`src/rtl/nmos_bus_arbiter.sv`:
```
// nmos_bus_arbiter: round-robin, break-before-make gate arbiter for N nmos pass switches on one bus.
// Define NMOS_ARB_TIMEOUT_EN to build the hold-limit revocation (timeout_o); otherwise timeout_o is 0.
module nmos_bus_arbiter #(
    parameter int N           = 4,
    parameter int DEAD_CYCLES = 1,
    parameter int MAX_HOLD    = 16
) (
    input  logic                 clk,
    input  logic                 rst_n,
    input  logic [N-1:0]         req_i,
    output logic [N-1:0]         gate_o,
    output logic [$clog2(N)-1:0] owner_o,
    output logic                 bus_idle_o,
    output logic                 timeout_o
);
    localparam int W  = $clog2(N);
    localparam int DW = $clog2(DEAD_CYCLES + 1);

    typedef enum logic [1:0] {IDLE, GRANT, DEAD} state_e;

    state_e        state_q;
    logic [N-1:0]  gate_q;
    logic [W-1:0]  owner_q, ptr_q, sel_idx, cand;
    logic [DW-1:0] dead_q;
    logic          sel_vld, dead_last, arb, rel, hold_hit;

    if (N < 2 || N > 16 || DEAD_CYCLES < 1 || MAX_HOLD < 1) begin : g_param_check
        $error("nmos_bus_arbiter: illegal parameter combination");
    end

    // Scan from the farthest candidate down so the one nearest the pointer wins.
    always_comb begin
        sel_vld = 1'b0;
        sel_idx = '0;
        cand    = '0;
        for (int i = N - 1; i >= 0; i--) begin
            cand = W'((int'(ptr_q) + i) % N);
            if (req_i[cand]) begin
                sel_vld = 1'b1;
                sel_idx = cand;
            end
        end
    end

    assign dead_last = dead_q == DW'(DEAD_CYCLES - 1);
    assign arb       = state_q == IDLE || (state_q == DEAD && dead_last);
    assign rel       = !req_i[owner_q] || hold_hit;

    always_ff @(posedge clk or negedge rst_n) begin
        if (!rst_n) begin
            state_q <= IDLE;
            gate_q  <= '0;
            owner_q <= '0;
            ptr_q   <= '0;
            dead_q  <= '0;
        end else if (state_q == GRANT) begin
            if (rel) begin
                state_q <= DEAD;
                gate_q  <= '0;
                dead_q  <= '0;
                ptr_q   <= owner_q == W'(N - 1) ? '0 : owner_q + 1'b1;
            end
        end else if (arb && sel_vld) begin
            state_q <= GRANT;
            gate_q  <= N'(1) << sel_idx;
            owner_q <= sel_idx;
        end else if (arb) begin
            state_q <= IDLE;
        end else begin
            dead_q <= dead_q + 1'b1;
        end
    end

`ifdef NMOS_ARB_TIMEOUT_EN
    localparam int HW = $clog2(MAX_HOLD + 1);

    logic [HW-1:0] hold_q;
    logic          timeout_q;

    // hold_q counts completed gate-on cycles; the limit fires at the end of the MAX_HOLD-th one.
    assign hold_hit = state_q == GRANT && req_i[owner_q] && hold_q == HW'(MAX_HOLD - 1);

    always_ff @(posedge clk or negedge rst_n) begin
        if (!rst_n) begin
            hold_q    <= '0;
            timeout_q <= 1'b0;
        end else begin
            hold_q    <= state_q == GRANT && !rel ? hold_q + 1'b1 : '0;
            timeout_q <= hold_hit;
        end
    end

    assign timeout_o = timeout_q;
`else
    assign hold_hit  = 1'b0;
    assign timeout_o = 1'b0;
`endif

    assign gate_o     = gate_q;
    assign owner_o    = owner_q;
    assign bus_idle_o = ~|gate_q;
endmodule

```
`config.mk`:
```
export PLATFORM = sky130hd
export DESIGN_NAME = nmos_bus_arbiter
export DESIGN_NICKNAME = d
export VERILOG_FILES = /design/src/rtl/nmos_bus_arbiter.sv
export SDC_FILE = /design/constraint.sdc
export NUM_CORES = 1
export LEC_CHECK = 0
export BUFFER_PORTS_ARGS = -buffer_cell sky130_fd_sc_hd__buf_2
export CAP_MARGIN = 10
export CORE_MARGIN = 2
export CORE_UTILIZATION = 45
export CTS_CLUSTER_DIAMETER = 40
export DETAILED_ROUTE_END_ITERATION = 6
export PLACE_DENSITY = 0.82
export SETUP_SLACK_MARGIN = 0.5
export SYNTH_ARGS = -nofsm -noshare
export SYNTH_HDL_FRONTEND = slang
export SYNTH_SLANG_ARGS = --single-unit
export TNS_END_PERCENT = 100
```
`constraint.sdc`:
```
create_clock -name clk -period 1.6 [get_ports clk]
set_input_delay 0 -clock clk [delete_from_list [all_inputs] [get_ports clk]]
set_output_delay 0 -clock clk [all_outputs]
set_load 0.03 [all_outputs]
```
==> results of run 1 <==
==> flip-flops by register name, indices dropped and copies added, names as in the netlist <==
| signal | flops |
|---|---|
| ptr_q | 2 |
| gate_o | 4 |
| owner_o | 2 |
| state_q | 2 |
| dead_q | 1 |
==> layout by cell type, fill, tap and decap left out <==
cell type / instances
o41ai_4: 1
dlygate4sd3_1: 1
nor2_2: 1
buf_2: 10
a221o_1: 1
mux2i_1: 1
nand3b_1: 1
nor2b_1: 1
inv_1: 3
a21oi_4: 1
o21ai_1: 3
a221oi_1: 1
buf_6: 6
mux2_2: 2
nor4_4: 1
clkbuf_4: 3
dfrtp_2: 2
nor2_1: 2
o41ai_2: 1
o22ai_1: 2
a21oi_2: 1
nor3_4: 1
o32ai_2: 4
dfrtp_1: 9
a211oi_1: 1
a21oi_1: 1
o21ai_0: 1
mux4_2: 1
ha_1: 1
clkbuf_1: 1
buf_4: 9
a211o_1: 1
nand2b_1: 1
nand2_1: 9
conb_1: 1
nand2_2: 1
==> worst max-delay path by stage <==
stage | from | endpoint | slack (ps) | cells after the start
finish | owner_o[1] | ptr_q[1] | 30 | 3
global route | owner_o[1] | gate_o[2] | -10 | 5
CTS | owner_o[1] | ptr_q[1] | 20 | 3
detailed placement | owner_o[1] | ptr_q[1] | 10 | 3
global placement | owner_o[1] | ptr_q[1] | 60 | 3
floorplan | owner_o[1] | ptr_q[0] | -130 | 3
==> metrics by stage <==
step                cells  setup WS, ps    util  hold WS (ps)  area (um^2)
floorplan              58        -129.3       -        -295.6        618.1
global placement       86         57.11  0.5552        -124.0        704.4
detailed placement     86         13.86  0.5552        -118.1        704.4
CTS                    98         24.94  0.6519         126.2        827.0
global route          102        -14.86  0.7239         148.6        918.4
finish                102         34.22  0.7239         122.8        918.4
==> cell type report <==
| type | instances | area (um^2) |
|---|---|---|
| well taps | 15 | 18.77 |
| fillers | 84 | 350.3 |
| multi-input cells | 43 | 389.1 |
| clock buffers | 4 | 26.28 |
| inverters | 3 | 11.26 |
| repair buffers | 26 | 195.2 |
| flip-flops and latches | 11 | 277.8 |
==> logic make-up after synthesis <==
group           count (synthesis)  share of synthesized area
fa+ha+maj                       1                    0.02101
flops                          11                     0.4622
simple gates                   18                     0.1534
compound gates                 18                     0.2248
other cells                     1                   0.006296
buf+inv                         5                    0.03991
mux                             4                    0.09243
==> repair_timing <==
item,in CTS,in global routing
endpoints found under the hold margin,11,0
endpoints found under the setup margin,12,12
pin swaps,3,4
buffers inserted,6,4
gates resized for setup,6,14
cloned,1,0
hold buffers,1,0
==> layer usage <==
layer,routed length (um),up-vias,global-route usage
met5,0,-,0
met1,687,290,0.2660
met4,11,0,0.09167
met3,104,2,0.08333
met2,856,23,0.3651
li1,-,281,-
==> power by group <==
group,switching (mW),leakage (nW),total [mW],internal (mW)
Sequential,0.163,0.135,0.575,0.412
Combinational,0.673,0.267,1.31,0.633
Clock,0.0925,0.0150,0.189,0.0966
==> impl_metrics.tcl, run 1 <==
set metrics [dict create \
    yosys.cell_count.top_type "dfrtp_1" \
    route.detailed.vias_per_inst 5.843 \
    fin_crit_sh 0.9786 \
    design.portCount 14 \
    hpwl_um 944.9 \
    fp.dieW_um 40.38 \
    remaining_drc_errors 0 \
    post_route_cells_drive_above_1_share 0.5172 \
    critical_path.cell_chain "mux4_2, nor3_4, mux2_2" \
    antenna_found_initial 0 \
    netlist_area_um2 595.6 \
    critical_path_buf_inv_count 0 \
    cap_viol_max_count 0 \
    critical-path-max-stage-delay_ps 550 \
    synth.ff_latch_count 11 \
    synth.avg_cell_area_um2 10.27 \
    ff2ff_setup_slack_ps 30 \
    drt-initial-drc-count 11 \
    syn_to_final_growth_pct 54.20 \
    timing.critical_path.arrival_ps 1720 \
    grt_start_max_net_pins 12 \
    end_kind "register" \
    yosysTopAreaCellShare 0.4622 \
    cts_root_buf "clkbuf_4" \
    timing.rr.end "ptr_q[1]" \
    synth_commonest_cells "11 x dfrtp_1, 10 x nand2_1, 4 x o21ai_0, 4 x o32ai_1" \
    postSynthNetCount 65 \
    timing.critical_path.fanout_max 3 \
    floorplan.initialDensity 0.4694 \
    globalRouteOverflowTotal 0 \
    fin_nets 95 \
    numPortBuffers 12 \
    worst-endpoint-required_ps 1750 \
    r2r_cells 3 \
    vdd_ir_drop_max_mv 1.279 \
    timing.setup.critical_path_class "register to register" \
    cts_tree "done" \
    die_height_um 40.38 \
    routability_congestion_estimate 0.8294 \
    design_power_total_mw 2.070 \
    period_minus_slack_ps 1566 \
    finalSetupTns_ps 0 \
    cts-buffers-inserted 3 \
    yosys-top-cells-area "dfrtp_1 46%, nand2_1 6.3%, o32ai_1 5.9%, mux2_2 3.8%, mux4_2 3.8%" \
    core_region_area_um2 1269 \
    dr_total_vias 596 \
    synth-edff-count 0 \
    clock-sinks 11 \
    power_per_cell_area_nw_per_um2 2254 \
    diodes 0 \
    crit-reg2reg-launch "owner_o[1]" \
    wire_per_inst_um 16.26 \
    worstSkewPairLatency_ps 270 \
    fin_worst_skew_ps 9.208 \
    critical_path.top_delay_family "multiplexers" \
    power.leakage_nw 0.4166 \
    max_clock_freq_ghz 0.6387 \
    synth_cells 58 \
    critical_path.slowest_cell "mux4_2" \
    grt_first_pass_wirelength_mm 2.270 \
    worst_slew_margin_rel 0.6234 \
    synthArstFlopShare 1.000 \
    drt_wl_total_mm 1.659 \
    timing.critical_path.from_type "register" \
    detailedRoute.firstPassIterationCount 4 \
    grt_util_all_layers 0.2249 \
    finalSetupViolCount 0 \
    cts.path.max_buffers 2 \
    run_status "finished clean" \
    synth.lib_cells_used.distinct 25 \
    first_global_vias 527 \
    hold_path.class "input pin to asynchronous set/reset pin" \
    sequential_fraction_of_the_synthesis_area 0.4622 \
    final_max_slew_viol_count 0 \
    tightest_slew_ps 558.8 \
    final_antenna_net_count 0 \
    final-hold-violation-count 0 \
    ys_dominant_reg_cell "dfrtp_1" \
    synth_area_leader_cell "dfrtp_1" \
    grt_setup_unrepaired "yes" \
    synthesis.yosys.warnings 0 \
    clk_pin_slew_ps 70 \
    row_count 13 \
    floorplan.die_area_um2 1631 \
    level_count_of_the_clock_h_tree 1 \
]
(Power assumes the default switching activity.)
==> run 2: changes to the inputs <==
Settings changed: CORE_ASPECT_RATIO from default to 1.4, CORE_UTILIZATION 45 to 28, PLACE_DENSITY 0.82 to 0.6.
==> run 2 against run 1 <==
Net effect: global-route usage fell by 9.4 points; worst setup slack improved by 20 ps; sequential share of layout area is 0.33 points lower; critical path type unchanged; via count shrank 6.0%; wire length is 9.3% lower; highest routed layer unchanged; maximum frequency rose by 1.3%; sequential power down 2%; clock skew is 8.1 ps lower.
==> impl_metrics.tcl, run 2 (synthesized netlist as in run 1, its figures left out) <==
set metrics [dict create \
    timing.critical_path.fanout_max 3 \
    drt_wl_total_mm 1.504 \
    core_region_area_um2 1997 \
    cts_root_buf "clkbuf_4" \
    design.portCount 14 \
    clock-sinks 11 \
    remaining_drc_errors 0 \
    critical_path.slowest_cell "mux4_2" \
    fin_nets 93 \
    power.leakage_nw 0.4115 \
    numPlacedInstances 92 \
    run_status "finished clean" \
    timing.critical_path.arrival_ps 1700 \
    power.switching_uw 901.3 \
    hold_path.class "input pin to asynchronous set/reset pin" \
    route.detailed.vias_per_inst 5.283 \
    floorplan.initialDensity 0.2982 \
    share_clk_of_total_power 0.092 \
    critical-path-max-stage-delay_ps 530 \
    worstSkewPairLatency_ps 260 \
    power_per_cell_area_nw_per_um2 2177 \
    diodes 0 \
    numPortBuffers 12 \
    vdd_ir_drop_max_mv 0.9750 \
    finalSetupViolCount 0 \
    top_library_cells_by_usage_in_the_layout_fill_and_taps_aside "11 x buf_2, 10 x nand2_1, 9 x dfrtp_1, 9 x buf_4" \
    cap_viol_max_count 0 \
    worst_slew_margin_rel 0.5674 \
    fp.dieW_um 42.98 \
    globalRouteOverflowTotal 0 \
    post_route_cells_drive_above_1_share 0.5294 \
    grt_util_all_layers 0.1306 \
    dr_total_vias 560 \
    cts.path.max_buffers 2 \
    fin_worst_skew_ps 1.112 \
    grt_first_pass_wirelength_mm 2.428 \
    p_int_mw 1.119 \
    final_max_slew_viol_count 0 \
    power_frac_comb 0.629 \
    clk_pin_slew_ps 70 \
    timing.critical_path.from_type "register" \
    design_power_total_mw 2.021 \
    syn_to_final_growth_pct 55.88 \
    worst-endpoint-required_ps 1750 \
    wire_per_inst_um 14.19 \
    cts_tree "done" \
    detailedRoute.firstPassIterationCount 4 \
    grt_start_max_net_pins 12 \
    die_height_um 58.57 \
    timing.setup.critical_path_class "register to register" \
    cts-buffers-inserted 3 \
    floorplan.die_area_um2 2517 \
    period_minus_slack_ps 1545 \
    end_kind "register" \
    layoutNonFillerInstCount 106 \
    fin_crit_sh 0.9659 \
    antenna_found_initial 0 \
    power_switching_share 0.4461 \
    critical_path.cell_chain "mux4_2, nor3_4, mux2_2" \
    pwr-share-seq 0.280 \
    leading_cell_type_in_the_layout_fill_and_taps_excluded "buf_2" \
    largest_register_ff_count 4 \
    max_clock_freq_ghz 0.6470 \
    drt-initial-drc-count 3 \
    final-hold-violation-count 0 \
    row_count 19 \
    grt_setup_unrepaired "yes" \
    tightest_slew_ps 641.9 \
    first_global_vias 549 \
    final_antenna_net_count 0 \
    finalSetupTns_ps 0 \
    level_count_of_the_clock_h_tree 1 \
    routability_congestion_estimate 0.8062 \
]
## run 2: cell types whose count changed in the layout (fill, tap and decap cells not counted), sizes merged
| cell | previous run | this run |
|---|---|---|
| buf | 25 | 23 |
## run 2: through the flow
| step | setup WS [ps] | cell area [um^2] | hold slack (ps) | util |
|---|---|---|---|---|
| floorplan | -129.3 | 618.1 | -295.6 | - |
| global placement | 53.19 | 711.9 | -119.1 | 0.3565 |
| detailed placement | 26.60 | 711.9 | -117.6 | 0.3565 |
| CTS | 46.13 | 835.8 | 125.5 | 0.4185 |
| global route | -25.81 | 928.4 | 148.5 | 0.4649 |
| finish | 54.51 | 928.4 | 129.5 | 0.4649 |
## run 2: cell type report
cell class | instances | area, um^2
Sequential cell | 11 | 277.8
Inverter | 3 | 11.26
Fill cell | 186 | 1069
Timing Repair Buffer | 24 | 166.4
Multi-Input combinational cell | 43 | 420.4
Tap cell | 21 | 26.28
Clock buffer | 4 | 26.28
## run 2: metal layers
layer	GRT usage	part of all wire
met5	0	0
met3	0.02454	0.018
met2	0.2208	0.54
met4	0.09524	0.031
met1	0.1442	0.41
## run 2: final timing paths
kind	startpoint	end	slack (ps)	cells after the start
hold / removal	rst_n	ptr_q[0]	130	2
max in group asynchronous	rst_n	owner_o[1]	1250	2
min in group clk	req_i[0]	state_q[0]	190	3
setup reg to reg	owner_o[1]	ptr_q[0]	50	3
hold reg to reg	dead_q	dead_q	500	1
setup / recovery	owner_o[1]	ptr_q[0]	50	3
## run 2: power by group through the flow
| stage | sequential [mW] | combinational, mW | clock, mW |
|---|---|---|---|
| CTS | 0.561 | 1.06 | 0.196 |
| finish | 0.565 | 1.27 | 0.185 |
| global route | 0.591 | 1.37 | 0.213 |
| floorplan | 0.680 | 0.517 | 0 |
| detailed placement | 0.568 | 0.879 | 0 |
| global placement | 0.562 | 0.865 | 0 |
## run 2: timing repair
item	CTS	global route
setup endpoints to repair	12	12
gates resized for setup	7	13
pin swaps	3	5
hold buffers	1	0
buffers inserted	6	2
endpoints found under the hold margin	11	0
cloned	1	0
## run 2: worst max-delay path: cells and delay by family, from the launching register on
family | cells | cell delay (ps)
and+or+nand+nor | 1 | 180
DFF | 1 | 370
muxes | 2 | 890
==> run 3: changes to the inputs <==
Settings changed: REMOVE_ABC_BUFFERS from default to 1.
==> run 3 against run 2 <==
Net effect: maximum frequency decreased by 2.5%; die area unchanged; global-route usage decreased by 0.71 points; highest routed layer is now met3; sequential power increased by 3%; combinational power decreased by 11%; wire length decreased by 2.3%; first-iteration DRC count increased by 33%; sequential share of layout area increased by 2.0 points; worst setup slack got worse by 40 ps; largest power group unchanged; register-to-register slack got worse by 40 ps; critical path type unchanged.
==> impl_metrics.tcl, run 3 (synthesized netlist as in run 1, its figures left out) <==
set metrics [dict create \
    run_status "finished clean" \
    antenna_found_initial 0 \
    largest_register_ff_count 4 \
    grt_setup_unrepaired "yes" \
    crit-reg2reg-launch "owner_o[1]" \
    period_minus_slack_ps 1586 \
    hpwl_mm 1.007 \
    cts_root_buf "clkbuf_4" \
    routability_congestion_estimate 0.7368 \
    worst-endpoint-required_ps 1750 \
    critical-path-max-stage-delay_ps 550 \
    clock-sinks 11 \
    cts-buffers-inserted 3 \
    core_region_area_um2 1997 \
    layoutNonFillerInstCount 103 \
    floorplan.initialDensity 0.2982 \
    cts.path.max_buffers 2 \
    top_library_cells_by_usage_in_the_layout_fill_and_taps_aside "10 x nand2_1, 10 x buf_2, 9 x dfrtp_1, 6 x buf_4, 4 x buf_6" \
    critical_path.cell_chain "mux4_2, nor3_4, mux2_2" \
    crit_start "owner_o[1]" \
    timing.setup.critical_path_class "register to register" \
    numPortBuffers 12 \
    fin_worst_skew_ps 2.016 \
    fp.dieW_um 42.98 \
    final-hold-violation-count 0 \
    grt_util_all_layers 0.1235 \
    route.detailed.vias_per_inst 5.262 \
    die_height_um 58.57 \
    clk_pin_slew_ps 70 \
    end_kind "register" \
    timing.critical_path.fanout_max 3 \
    grt_first_pass_wirelength_mm 2.387 \
    syn_to_final_growth_pct 46.01 \
    grt_start_max_net_pins 14 \
    critical_path.slowest_cell "mux4_2" \
    timing.critical_path.arrival_ps 1730 \
    detailedRoute.firstPassIterationCount 4 \
    drt-initial-drc-count 4 \
    worstSkewPairLatency_ps 260 \
    numPlacedInstances 92 \
    finalSetupViolCount 0 \
    level_count_of_the_clock_h_tree 1 \
    tightest_slew_ps 640.0 \
    hold_path.class "input pin to asynchronous set/reset pin" \
    row_count 19 \
    first_global_vias 538 \
    post_route_cells_drive_above_1_share 0.5000 \
    worst_slew_margin_rel 0.5687 \
    cts_tree "done" \
    remaining_drc_errors 0 \
    vdd_ir_drop_max_mv 0.9009 \
    fin_nets 90 \
    power.leakage_nw 0.3851 \
    power_per_cell_area_nw_per_um2 2178 \
    timing.critical_path.from_type "register" \
    floorplan.die_area_um2 2517 \
    wire_per_inst_um 14.26 \
    final_max_slew_viol_count 0 \
    r2r_cells 3 \
    final_antenna_net_count 0 \
    finalSetupTns_ps 0 \
    cap_viol_max_count 0 \
    design_power_total_mw 1.894 \
    fin_crit_sh 0.9912 \
    diodes 0 \
    drt_wl_total_mm 1.469 \
    globalRouteOverflowTotal 0 \
    design.portCount 14 \
    utilization 0.4355 \
    dr_total_vias 542 \
    max_clock_freq_ghz 0.6306 \
]
[run 3: worst max-delay path: cells and delay by family (launching register included)]
family	cells	cell delay, ps
DFF	1	380
muxes	2	910
and+or+nand+nor	1	190
[run 3: stage by stage]
step | instance area, um^2 | hold slack [ps] | setup slack (ps)
finish | 869.6 | 132.3 | 14.14
global route | 869.6 | 146.4 | -35.28
CTS | 752.0 | 127.1 | 0.1625
detailed placement | 691.9 | -116.2 | 0.6009
global placement | 691.9 | -119.0 | 51.99
floorplan | 583.1 | -295.6 | -234.5
[run 3: what timing repair did]
item,in CTS,in global routing
endpoints found under the hold margin,11,0
setup endpoints to repair,12,12
buffers inserted,1,4
hold buffers,1,0
cloned,0,1
resized for setup,3,20
pin swaps,1,2
[run 3: layout make-up]
cell class                      count  area, um^2
Inverter                            3       11.26
Tap cell                           21       26.28
Clock buffer                        4       26.28
Multi-Input combinational cell     43       377.9
Timing Repair Buffer               21       150.1
Fill cell                         208        1127
Sequential cell                    11       277.8
[run 3: worst paths after layout]
path / end / slack [ps]
setup / recovery: ptr_q[1] / 10
max in group asynchronous: state_q[1] / 1240
setup reg to reg: ptr_q[1] / 10
min in group clk: state_q[0] / 190
hold reg to reg: dead_q / 530
hold / removal: gate_o[2] / 130
[run 3: metal layers]
layer  global-route usage  wire length [um]  vias to the layer above
li1                     -                 -                      267
met1               0.1534               658                      265
met2               0.2056               754                       10
met3              0.01840                56                        0
met4              0.06494                 0                        0
met5                    0                 0                        -
[run 3: where the power goes]
group	switching (mW)	internal (mW)	total, mW	leakage [nW]
logic	0.597	0.530	1.13	0.235
clock network	0.0862	0.0964	0.183	0.0150
registers	0.171	0.413	0.584	0.135
